[src/rtl/arith_logic_pipe.sv]
// Joins a/b/op streams and computes one of eight bitwise functions into a DEPTH-entry result FIFO.
// Latency: 1 cycle from acceptance edge to result_valid; 1 token/cycle when DEPTH>=2 and drained.
// Backpressure: input readies depend only on the registered FIFO count, never on result_ready.
// Optional: define ARITH_LOGIC_PIPE_PERF_EN to add the saturating perf_count dequeue counter.
module arith_logic_pipe #(
    parameter int WIDTH = 32,
    parameter int DEPTH = 2
) (
    input  logic             clk,
    input  logic             rst_n,
    input  logic             a_valid,
    output logic             a_ready,
    input  logic [WIDTH-1:0] a_data,
    input  logic             b_valid,
    output logic             b_ready,
    input  logic [WIDTH-1:0] b_data,
    input  logic             op_valid,
    output logic             op_ready,
    input  logic [2:0]       op_data,
    output logic             result_valid,
    input  logic             result_ready,
    output logic [WIDTH-1:0] result_data
`ifdef ARITH_LOGIC_PIPE_PERF_EN
    ,
    output logic [31:0]      perf_count
`endif
);

    // Pointer width is forced to at least one bit so DEPTH=1 still has a legal index.
    localparam int PTR_W = (DEPTH > 1) ? $clog2(DEPTH) : 1;
    // Count must represent 0..DEPTH inclusive.
    localparam int CNT_W = $clog2(DEPTH + 1);
    localparam logic [PTR_W-1:0] LAST_PTR = PTR_W'(DEPTH - 1);
    localparam logic [CNT_W-1:0] FULL_CNT = CNT_W'(DEPTH);

    typedef enum logic [2:0] {
        OP_AND  = 3'd0,
        OP_OR   = 3'd1,
        OP_XOR  = 3'd2,
        OP_ANDN = 3'd3,
        OP_NAND = 3'd4,
        OP_NOR  = 3'd5,
        OP_XNOR = 3'd6,
        OP_PASS = 3'd7
    } op_e;

    logic [WIDTH-1:0] mem [DEPTH];
    logic [PTR_W-1:0] wr_ptr_q;
    logic [PTR_W-1:0] rd_ptr_q;
    logic [CNT_W-1:0] count_q;
    logic [WIDTH-1:0] op_result;
    logic             space;
    logic             fire;
    logic             deq;

    // Wrap at DEPTH-1 rather than at a power of two so any DEPTH works.
    function automatic logic [PTR_W-1:0] ptr_inc(input logic [PTR_W-1:0] p);
        return (p == LAST_PTR) ? '0 : p + PTR_W'(1);
    endfunction

    // Space comes from the registered count only, keeping result_ready out of the input readies.
    assign space    = (count_q < FULL_CNT);
    assign a_ready  = space & b_valid & op_valid;
    assign b_ready  = space & a_valid & op_valid;
    assign op_ready = space & a_valid & b_valid;
    assign fire     = a_valid & b_valid & op_valid & space;

    assign result_valid = (count_q != '0);
    assign deq          = result_valid & result_ready;

    // Head entry is masked to zero when empty so stale storage never leaks onto the bus.
    assign result_data  = result_valid ? mem[rd_ptr_q] : '0;

    // Bitwise function select; purely combinational from op_data and operands into the write port.
    always_comb begin
        op_result = '0;
        case (op_e'(op_data))
            OP_AND:  op_result = a_data & b_data;
            OP_OR:   op_result = a_data | b_data;
            OP_XOR:  op_result = a_data ^ b_data;
            OP_ANDN: op_result = a_data & ~b_data;
            OP_NAND: op_result = ~(a_data & b_data);
            OP_NOR:  op_result = ~(a_data | b_data);
            OP_XNOR: op_result = ~(a_data ^ b_data);
            OP_PASS: op_result = a_data;
            default: op_result = '0;
        endcase
    end

    // Result storage needs no reset: entries are only visible while count says they are valid.
    always_ff @(posedge clk) begin
        if (fire) begin
            mem[wr_ptr_q] <= op_result;
        end
    end

    // Pointers and occupancy; a simultaneous enqueue and dequeue moves both pointers and keeps count.
    always_ff @(posedge clk or negedge rst_n) begin
        if (!rst_n) begin
            wr_ptr_q <= '0;
            rd_ptr_q <= '0;
            count_q  <= '0;
        end else begin
            if (fire) begin
                wr_ptr_q <= ptr_inc(wr_ptr_q);
            end
            if (deq) begin
                rd_ptr_q <= ptr_inc(rd_ptr_q);
            end
            case ({fire, deq})
                2'b10:   count_q <= count_q + CNT_W'(1);
                2'b01:   count_q <= count_q - CNT_W'(1);
                default: count_q <= count_q;
            endcase
        end
    end

`ifdef ARITH_LOGIC_PIPE_PERF_EN
    logic [31:0] perf_q;

    // Count delivered results, sticking at all-ones instead of wrapping.
    always_ff @(posedge clk or negedge rst_n) begin
        if (!rst_n) begin
            perf_q <= '0;
        end else if (deq && (perf_q != 32'hFFFF_FFFF)) begin
            perf_q <= perf_q + 32'd1;
        end
    end

    assign perf_count = perf_q;
`endif

endmodule

[config.mk]
export PLATFORM = sky130hd
export DESIGN_NAME = arith_logic_pipe
export DESIGN_NICKNAME = d
export VERILOG_FILES = /design/src/rtl/arith_logic_pipe.sv
export SDC_FILE = /design/constraint.sdc
export NUM_CORES = 1
export LEC_CHECK = 0
export CAP_MARGIN = 10
export CORE_ASPECT_RATIO = 1.75
export CORE_MARGIN = 4
export CORE_UTILIZATION = 35
export CTS_CLUSTER_DIAMETER = 60
export DETAILED_ROUTE_END_ITERATION = 8
export MAX_ROUTING_LAYER = met4
export PLACE_DENSITY = 0.65
export SETUP_SLACK_MARGIN = 0.1
export SLEW_MARGIN = 20
export SYNTH_ARGS = -nofsm -noshare
export SYNTH_HDL_FRONTEND = slang
export SYNTH_SLANG_ARGS = --single-unit
[constraint.sdc]
create_clock -name clk -period 3.15 [get_ports clk]
set_input_delay 0.63 -clock clk [delete_from_list [all_inputs] [get_ports clk]]
set_output_delay 0.63 -clock clk [all_outputs]
set_load 0.01 [all_outputs]
## Word level (Yosys, flattened, before mapping)

Memories as Yosys holds them, arrays and structs flattened.
Cells that the tools add are included.

| storage, ports and cells | value |
|---|---|
| flip-flop bits (word level) | 4 |
| latch bits | 0 |
| memory bits (writable) | 64 |
| bits in read-only memories | 0 |
| input bits | 73 |
| output and inout bits | 36 |
| memories | 1 |

| operators by class | value |
|---|---|
| add/subtract/negate cells | 4 |
| multiply operators | 0 |
| divide/modulo/power cells | 0 |
| $lt $le $gt $ge | 1 |
| equality and inequality tests | 9 |
| shift operators | 0 |
| multiplexer cells | 7 |
| bitwise logic cells | 17 |
| reduce and logical (&&, ||, !) cells | 3 |

Memories:

| name | words | width | rd ports | clocked after memory_dff | write ports | RTL line | source |
|---|---|---|---|---|---|---|---|
| mem | 2 | 32 | 1 | 0 | 1 | 47 | `logic [WIDTH-1:0] mem [DEPTH];` |

Operators by type and width:

| operator | number |
|---|---|
| 32-bit case mux with 8 select lines | 1 |
| 32-bit NOT | 4 |
| 32-bit bitwise AND | 2 |
| 32-bit 2-to-1 mux | 1 |
| 32-bit bitwise OR | 1 |
| 32-bit XOR | 1 |
| 3-bit equality test, second input constant | 4 |
| 1-bit bitwise AND | 9 |
| 3-bit by 2-bit equality test with 1-bit output, second input constant | 2 |
| 1-bit 2-to-1 mux | 4 |
| 2-bit case mux with 2 select lines | 1 |
| 2-bit nonzero test | 2 |
| 3-bit by 1-bit equality test with 1-bit output, second input constant | 1 |
| 3-bit logical NOT | 1 |
| 1-bit adder, second input constant | 2 |
| 2-bit by 1-bit adder with 2-bit output, second input constant | 1 |
| 2-bit by 1-bit equality test with 1-bit output, second input constant | 1 |
| 2-bit equality test, second input constant | 1 |
| 2-bit less-than comparator, second input constant | 1 |
| 2-bit by 1-bit subtractor with 2-bit output, second input constant | 1 |

## Depth between registers and ports, before layout

Gate-level depths: netlist of the first run.

| logic depth | value |
|---|---|
| depth in word-level cells | 5 |
| gate-level depth with buffers | 8 |
| gate-level depth less buffers | 7 |

## Worst setup path before layout of the first run

Ideal clock, no wire load.

| path | value |
|---|---|
| path type | input to register |
| from | input port a_valid |
| to | memory mem[0][0] (enable) |
| data arrival time | 2333 ps |
| required time | 2729 ps |
| setup slack | 396 ps |
| stages | 3 |
| path buffers | 0 |
| cells stage by stage | nor2b_1 -> nand3_1 -> nor2_1 |

| on the way | value |
|---|---|
| word-level cells in the longest chain between the ends | 5 |

Ends and longest elaborated chain:

| element | RTL line | source |
|---|---|---|
| start: declaration | 11 | `input logic a_valid,` |
| 1-bit bitwise AND (3 in a row) | 66 | `assign fire = a_valid & b_valid & op_valid & space;` |
| 1-bit 2-to-1 mux | 92 | `if (fire) begin` |
| 1-bit 2-to-1 mux (not written as such) | 93 | `mem[wr_ptr_q] <= op_result;` |
| end: declaration | 47 |  |

No other way between the ends.

## Final worst setup path of the first run

| path | value |
|---|---|
| from | register rd_ptr_q |
| to | output port result_data[25] |

| on the way | value |
|---|---|
| word-level cells in the longest chain between the ends | 2 |

Ends and longest elaborated chain:

| element | RTL line | source |
|---|---|---|
| start: declaration | 49 | `logic [PTR_W-1:0] rd_ptr_q;` |
| start signal: assignment | 108 | `rd_ptr_q <= ptr_inc(rd_ptr_q);` |
| memory 2 x 32 bit | - |  |
| 32-bit 2-to-1 mux | 72 | `assign result_data = result_valid ? mem[rd_ptr_q] : '0;` |
| end: declaration | 22 | `output logic [WIDTH-1:0] result_data` |

No other way between the ends.

==> impl_metrics.toml, run 1 <==
[logic_synthesis]
syn_inst = 692
ys_warn_count = 0
synth_cell_types = 40
yosysSeqAreaShare = 0.321
synth_area_per_cell_sq_um = 9.10
synth_edf_count = 64
synthFlopType = "edfxtp_1"
synth_area_sq_um = 6300
ys_async_sr_fraction = 0.0588
synth-seq-cells = 68
synth_fp_nets = 862

[floorplanning]
dieArea_sq_um = 20300
num_rows = 64
die_h_um = 185
core_sq_um = 17600
ioPinCount = 109
die_w_um = 109
start_util = 0.358

[sta]
tns_ps = 0
rsz0062_at_grt = "false"
relSlewSlack = 0.516
min_period_over_period = 0.869
finalHoldViolations = 0
period_minus_slack_ps = 2740
skew_ps = 4.99
max_freq_ghz = 0.365
worstMarginPinSlew_ps = 726
setup_viol = 0
slew_viol_final = 0

[worst_setup_path]
timing.rr.start = "count_q[1]$_DFFE_PN0P_"
cp-end-kind = "output port"
worstPathArrival_ps = 2110
crit_chain = "buf_4, mux2i_1, nor2_1, clkdlybuf4s50_1"
cp-start-kind = "flip-flop"
startpoint = "rd_ptr_q$_DFFE_PN0P_"
reg2reg_slack_ps = 1350
cpPeakStageDelay_ps = 580
crit_slowest_cell = "dfrtp_2"
cp_data_required_time_ps = 2520
critical-path-top-delay-family = "buffers and inverters"
cp_max_fo = 13
setup.worst_path.class = "reg2out"
cp.buffers_inverters = 2

[cts]
cts.sinks = 68
cts.path.max_buffers = 2
clk_latency_ps = 330
cts_resized = 0
tritoncts = "built"
clk_pin_slew_ps = 50
cts_setup_buffers = 0
cts_htree_levels = 3
numCtsBuffers = 9
cts_hold_buf = 0
cts-root-buf = "clkbuf_16"

[flow_run]
cap_violations = 0

[global_routing]
grt.overflow.total = 0
grt_pass1_wl_um = 23300
grt_pass1_vias = 4914
grt_max_degree = 88
grtUsageTotal = 0.148
grt_antenna_before_repair = 0

[route]
post-route-drc-count = 0
drt_iter0_drc = 227
wire_per_inst_um = 14.2
antenna_left = 0
drt-pass1-iter-count = 6
routed_wl_um = 14400
routed-via-count = 5056
viasPerCell = 4.99

[power]
power.leakage_uw = 0.00344
peakVddDrop_mv = 0.265
pwr_density_cell_nw_per_um2 = 497

[placed_design]
place_area_sq_um = 7520
hpwl_um = 10900
place.port_buffers = 108
gp_congestion = 0.809

[finish]
drive_above_1_share = 0.0563
final_common_cell = "clkdlybuf4s50_1"
diodes = 0
finish.instance_area_sq_um = 7860
area_growth_pct = 24.8
nets = 947
final_util = 0.446
most-common-layout-cells = "clkdlybuf4s50_1 (105), ha_1 (97), inv_1 (73)"

[outcome]
status = "complete, no violations"

[hold_path]
hold_path.class = "in2async"
-- synth_stat cells (all sizes together) (4+ instances only) --
cell / number / share of area
nor2b: 5 / 0.0073
mux2i: 36 / 0.057
inv: 73 / 0.043
o211ai: 6 / 0.0071
nand2b: 43 / 0.043
a22oi: 11 / 0.013
clkbuf: 13 / 0.0077
edfxtp: 64 / 0.31
nand3: 16 / 0.013
dfrtp: 4 / 0.016
ha: 97 / 0.19
a21oi: 39 / 0.031
o211a: 8 / 0.013
a32o: 15 / 0.024
o21ai: 39 / 0.031
nand2: 42 / 0.025
nor2: 76 / 0.046
xnor2: 5 / 0.0070
a31oi: 15 / 0.015
o32a: 6 / 0.0095
o21bai: 15 / 0.018
o221ai: 5 / 0.0070
buf: 36 / 0.037
-- state kept, by name, summed over array words and instances, names as in the netlist --
register and flops:
mem 64, count_q 2, rd_ptr_q 1, wr_ptr_q 1
-- metal layers --
metal | track usage | routed length (um) | share of wire
met2 | 0.253 | 7360 | 0.51
met3 | 0.0163 | 556 | 0.039
met1 | 0.177 | 6170 | 0.43
met4 | 0.0584 | 318 | 0.022
met5 | - | 0 | 0
-- final timing paths --
check                                    endpoint  depth (start not counted)
min reg2reg                count_q[0]$_DFFE_PN0P_                          1
max reg2reg                  mem[0][15]$_DFFE_PP_                          4
min                          rd_ptr_q$_DFFE_PN0P_                          1
max                               result_data[25]                          4
min in group clk           count_q[0]$_DFFE_PN0P_                          1
max in group asynchronous    rd_ptr_q$_DFFE_PN0P_                          1
-- kinds of logic (layout without fill, tap and decap cells) --
kind of cell               Yosys count  in the layout  synth area share
and+or+nand+nor                    188            188             0.140
AOI/OAI and AO/OA                  172            172             0.187
buffers and inverters              122            212            0.0880
adders and majority gates           97             97             0.193
DFF                                 68             68             0.321
muxes                               38             38            0.0608
xor gates and xnor gates             7              7           0.00973
-- metrics by stage --
| stage | hold WS (ps) | setup WS, ps | cells | total power (uW) |
|---|---|---|---|---|
| after global routing | 515 | 321 | 1013 | 4140 |
| after floorplan | 334 | 396 | 692 | 2070 |
| after global placement | 522 | 600 | 997 | 2820 |
| after CTS | 499 | 325 | 1013 | 3960 |
| final | 506 | 412 | 1013 | 3910 |
| after detailed placement | 528 | 587 | 997 | 2840 |
-- worst register-to-register path, cell delays in order, from the launching register on --
cell	delay (ps)
dfrtp_1	420
nor2b_1	190
nand3_1	280
nor2_4	150
buf_4	410
-- cell type report --
| type | instances | area (sq um) |
|---|---|---|
| Fill cell | 1745 | 9760 |
| Timing Repair Buffer | 123 | 1190 |
| Tap cell | 231 | 289 |
| Clock inverter | 7 | 115 |
| Clock buffer | 9 | 225 |
| Multi-Input combinational cell | 502 | 3740 |
| Sequential cell | 68 | 2020 |
| Inverter | 73 | 274 |
-- where the power goes --
part	switching, uW	internal [uW]
Clock	350	769
Sequential	74.6	1090
Combinational	782	839
Note: power is estimated with default switching activity, not from simulation.
==> run 2, diff against run 1 <==
- CELL_PAD_IN_SITES_DETAIL_PLACEMENT: default -> 1
- CELL_PAD_IN_SITES_GLOBAL_PLACEMENT: default -> 1
- PLACE_DENSITY: 0.65 -> 0.79
- REMOVE_ABC_BUFFERS: default -> 1
==> impl_metrics.toml, run 2 (synthesis gave the netlist of run 1 again) <==
[outcome]
status = "complete, no violations"

[global_routing]
grt_pass1_vias = 5634
grt.overflow.total = 0
grt_max_degree = 64
grtUsageTotal = 0.173
grt_pass1_wl_um = 26900
grt_antenna_before_repair = 0

[placed_design]
gp_congestion = 0.772
place_area_sq_um = 7510
hpwl_um = 12300
place.port_buffers = 108

[floorplanning]
die_h_um = 185
core_sq_um = 17600
start_util = 0.358
ioPinCount = 109
num_rows = 64
die_w_um = 109
dieArea_sq_um = 20300

[sta]
relSlewSlack = 0.327
worstMarginPinSlew_ps = 1010
finalHoldViolations = 0
setup_viol = 0
tns_ps = 0
rsz0062_at_grt = "false"
min_period_over_period = 0.847
slew_viol_final = 0
max_freq_ghz = 0.375
skew_ps = 8.43
period_minus_slack_ps = 2670

[worst_setup_path]
setup.worst_path.class = "in2out"
cp-end-kind = "output port"
worstPathArrival_ps = 2040
cp-start-kind = "primary input"
crit_slowest_cell = "clkdlybuf4s50_1"
cp_max_fo = 3
cp_data_required_time_ps = 2520
crit_chain = "clkdlybuf4s50_1, nor2b_1, and2_1, clkdlybuf4s50_1"
path_common_cell = "clkdlybuf4s50_1"
cpPeakStageDelay_ps = 560

[route]
antenna_left = 0
drt-pass1-iter-count = 4
post-route-drc-count = 0
routed-via-count = 5278
wire_per_inst_um = 16.6
viasPerCell = 5.23
drt_iter0_drc = 181
routed_wl_um = 16700

[finish]
diodes = 0
finish.instance_area_sq_um = 7760
final_common_cell = "clkdlybuf4s50_1"
largest_reg_flops = 64
area_growth_pct = 23.2
n_fill_cell = 2103
regMostFlops = "mem"
drive_above_1_share = 0.0475
reg.largest.list = "mem (64), count_q (2)"
most-common-layout-cells = "clkdlybuf4s50_1 (105), ha_1 (97), inv_1 (73)"
nets = 945

[flow_run]
cap_violations = 0

[cts]
cts_hold_buf = 0
cts.path.max_buffers = 2
cts_setup_buffers = 0
numCtsBuffers = 9
cts-root-buf = "clkbuf_16"
cts_resized = 0
cts_htree_levels = 3
clk_pin_slew_ps = 50
clk_latency_ps = 330
cts.sinks = 68
tritoncts = "built"

[power]
peakVddDrop_mv = 0.316
pwr_density_cell_nw_per_um2 = 482
power.leakage_uw = 0.00339

[hold_path]
hold_path.class = "in2async"
==> run 2: cell count changes in the layout (fill, tap and decap cells not counted), sizes merged <==
cell	delta
clkinv	+2
buf	-2
bufinv	-3
clkbuf	+1
clkinvlp	-1
==> run 2: cell type report <==
cell class / instances / area, sq um / area share
multi-input cells: 502 / 3750 / 0.483
flip-flops and latches: 68 / 2020 / 0.261
repair buffers: 121 / 1180 / 0.152
well taps: 231 / 289 / 0.0372
inverters: 73 / 274 / 0.0353
clock buffers: 10 / 229 / 0.0295
clock inverters: 5 / 20.0 / 0.00258
==> run 2: per-layer routing <==
layer,track usage,part of all wire,vias to the layer above
met3,0.0236,0.031,20
met5,-,0,-
met2,0.332,0.57,79
met4,0.0644,0.022,0
li1,-,-,2576
met1,0.173,0.38,2603
==> run 2: worst max-delay path: cells and delay by family <==
kind                   cells  cell delay [ps]
buffers and inverters      2             1010
AND/OR/NAND/NOR            2              400
==> run 2: final timing paths <==
path / startpoint / endpoint / slack [ps] / cells after the start
max in group asynchronous: rst_n / rd_ptr_q$_DFFE_PN0P_ / 2470 / 1
max: a_valid / op_ready / 480 / 4
min in group clk: count_q[0]$_DFFE_PN0P_ / count_q[0]$_DFFE_PN0P_ / 580 / 1
min: rst_n / count_q[0]$_DFFE_PN0P_ / 500 / 1
min reg2reg: count_q[0]$_DFFE_PN0P_ / count_q[0]$_DFFE_PN0P_ / 580 / 1
max reg2reg: count_q[1]$_DFFE_PN0P_ / mem[1][23]$_DFFE_PP_ / 1360 / 4
==> run 2: where the power goes <==
group          switching (uW)  total, uW  internal [uW]  leakage (uW)
clock                     353        869            515      0.000122
combinational             884       1730            851       0.00264
sequential               47.3       1140           1090      0.000626
==> run 2: stage by stage <==
| stage | setup WS [ps] | hold WS [ps] | utilization | power (uW) | cells |
|---|---|---|---|---|---|
| finish | 481 | 504 | 0.441 | 3740 | 1010 |
| global route | 416 | 512 | 0.441 | 3970 | 1010 |
| CTS | 442 | 494 | 0.441 | 3800 | 1010 |
| detailed placement | 447 | 576 | 0.426 | 2920 | 995 |
| global placement | 589 | 540 | 0.426 | 2890 | 995 |
| floorplan | 396 | 334 | - | 2000 | 643 |
==> run 3, diff against run 2 <==
- PLACE_DENSITY: 0.79 -> 0.82
- clock period: 3.15 -> 2.4 ns (I/O delays scaled with it)
==> impl_metrics.toml, run 3 (synthesis gave the netlist of run 1 again) <==
[worst_setup_path]
cp_data_required_time_ps = 1920
cp.buffers_inverters = 2
worstPathArrival_ps = 1780
cpPeakStageDelay_ps = 560
setup.worst_path.class = "reg2out"
critical-path-top-delay-family = "buffers and inverters"
cp-start-kind = "flip-flop"
cp_max_fo = 17
crit_chain = "buf_8, mux2i_1, nor2_1, clkdlybuf4s50_1"
cp-end-kind = "output port"
crit_slowest_cell = "clkdlybuf4s50_1"

[floorplanning]
core_sq_um = 17600
die_h_um = 185
start_util = 0.358
dieArea_sq_um = 20300
num_rows = 64
die_w_um = 109
ioPinCount = 109

[finish]
final_util = 0.454
nets = 959
reg.largest.list = "mem (64), count_q (2)"
regMostFlops = "mem"
largest_reg_flops = 64
most-common-layout-cells = "ha_1 (97), clkdlybuf4s50_1 (87), inv_1 (73)"
n_fill_cell = 2071
area_growth_pct = 27.1
final_common_cell = "ha_1"
drive_above_1_share = 0.0718

[power]
power.leakage_uw = 0.00366
total_power_uw = 5030
pwr-share-seq = 0.300
clockPowerShare = 0.235
pwr_density_cell_nw_per_um2 = 628
power_switching_uw = 1760
pwr-share-comb = 0.465
peakVddDrop_mv = 0.470
p_sw_frac = 0.351
p_int_uw = 3260

[sta]
worstMarginPinSlew_ps = 718
slew_viol_final = 0
period_minus_slack_ps = 2260
finalHoldViolations = 0
skew_ps = 9.92
relSlewSlack = 0.520
rsz0062_at_grt = "true"
max_freq_ghz = 0.443
setup_viol = 0
min_period_over_period = 0.940

[placed_design]
hpwl_um = 13300
place.port_buffers = 108
gp_congestion = 0.789

[route]
viasPerCell = 5.25
drt_iter0_drc = 164
antenna_left = 0
drt-pass1-iter-count = 4
routed-via-count = 5388
post-route-drc-count = 0
routed_wl_um = 17700
wire_per_inst_um = 17.2

[cts]
clk_pin_slew_ps = 60
cts_htree_levels = 3
cts_hold_buf = 0
cts.sinks = 68
clk_latency_ps = 330
tritoncts = "built"
cts-root-buf = "clkbuf_16"
numCtsBuffers = 9
cts.path.max_buffers = 2

[outcome]
status = "complete, no violations"

[global_routing]
grt.overflow.total = 0
grtUsageTotal = 0.179
grt_antenna_before_repair = 1
grt_pass1_vias = 5714
grt_max_degree = 57
grt_pass1_wl_um = 27700

[flow_run]
cap_violations = 0

[hold_path]
hold_path.class = "in2async"
==> run 3: per-layer routing <==
layer  track usage  part of all wire  vias up
met1         0.181              0.38     2646
met4        0.0629             0.026        0
met3        0.0229             0.029       32
met5             -                 0        -
met2         0.343              0.57      110
li1              -                 -     2600
==> run 3: worst reg2reg max path: cells and delay by family (launching register included) <==
family / cells / cell delay (ps)
xor+xnor: 1 / 160
simple gates: 3 / 490
fa+ha+maj: 1 / 310
buf+inv: 2 / 260
flops: 1 / 440
==> run 3: power by group through the flow <==
stage	registers [uW]	logic, uW	clock network [uW]
after floorplan	1600	1030	0
after global placement	1520	2360	0
after detailed placement	1530	2420	0
after CTS	1510	2420	1200
after global routing	1520	2540	1270
final	1510	2340	1180
==> run 3: worst paths after layout <==
path | start | slack (ps) | end | depth (start not counted)
worst max register to register | count_q[0]$_DFFE_PN0P_ | 670 | count_q[1]$_DFFE_PN0P_ | 7
worst min-delay path | rst_n | 370 | count_q[0]$_DFFE_PN0P_ | 1
max in group asynchronous | rst_n | 1810 | rd_ptr_q$_DFFE_PN0P_ | 1
worst max-delay path | rd_ptr_q$_DFFE_PN0P_ | 140 | result_data[2] | 4
worst min register to register | count_q[1]$_DFFE_PN0P_ | 550 | count_q[1]$_DFFE_PN0P_ | 1
min in group clk | count_q[1]$_DFFE_PN0P_ | 550 | count_q[1]$_DFFE_PN0P_ | 1
==> run 3: area by class of cell <==
type / count / area [sq um] / area share
diodes: 2 / 5.00 / 0.000625
clock buffers: 10 / 229 / 0.0286
clock inverters: 6 / 31.3 / 0.00391
inverters: 73 / 274 / 0.0342
multi-input cells: 502 / 3750 / 0.469
flip-flops and latches: 68 / 2030 / 0.253
well taps: 231 / 289 / 0.0361
repair buffers: 135 / 1400 / 0.175
==> run 3: what timing repair did <==
item,CTS,global route
buffers inserted,0,0
endpoints found under the hold margin,0,0
cloned,0,0
resized for setup,7,17
pin swaps,0,1
setup endpoints to repair,19,19
==> run 3: through the flow <==
| step | TNS [ps] | worst slack, ps | hold slack (ps) | std cells | area [sq um] |
|---|---|---|---|---|---|
| floorplan | -13360 | -204 | 184 | 643 | 6020 |
| global placement | 0 | 158 | 542 | 1009 | 7690 |
| detailed placement | 0 | 93.1 | 563 | 1009 | 7690 |
| CTS | 0 | 67.4 | 370 | 1025 | 7960 |
| global route | 0 | 95.9 | 386 | 1026 | 8000 |
| finish | 0 | 145 | 373 | 1027 | 8000 |
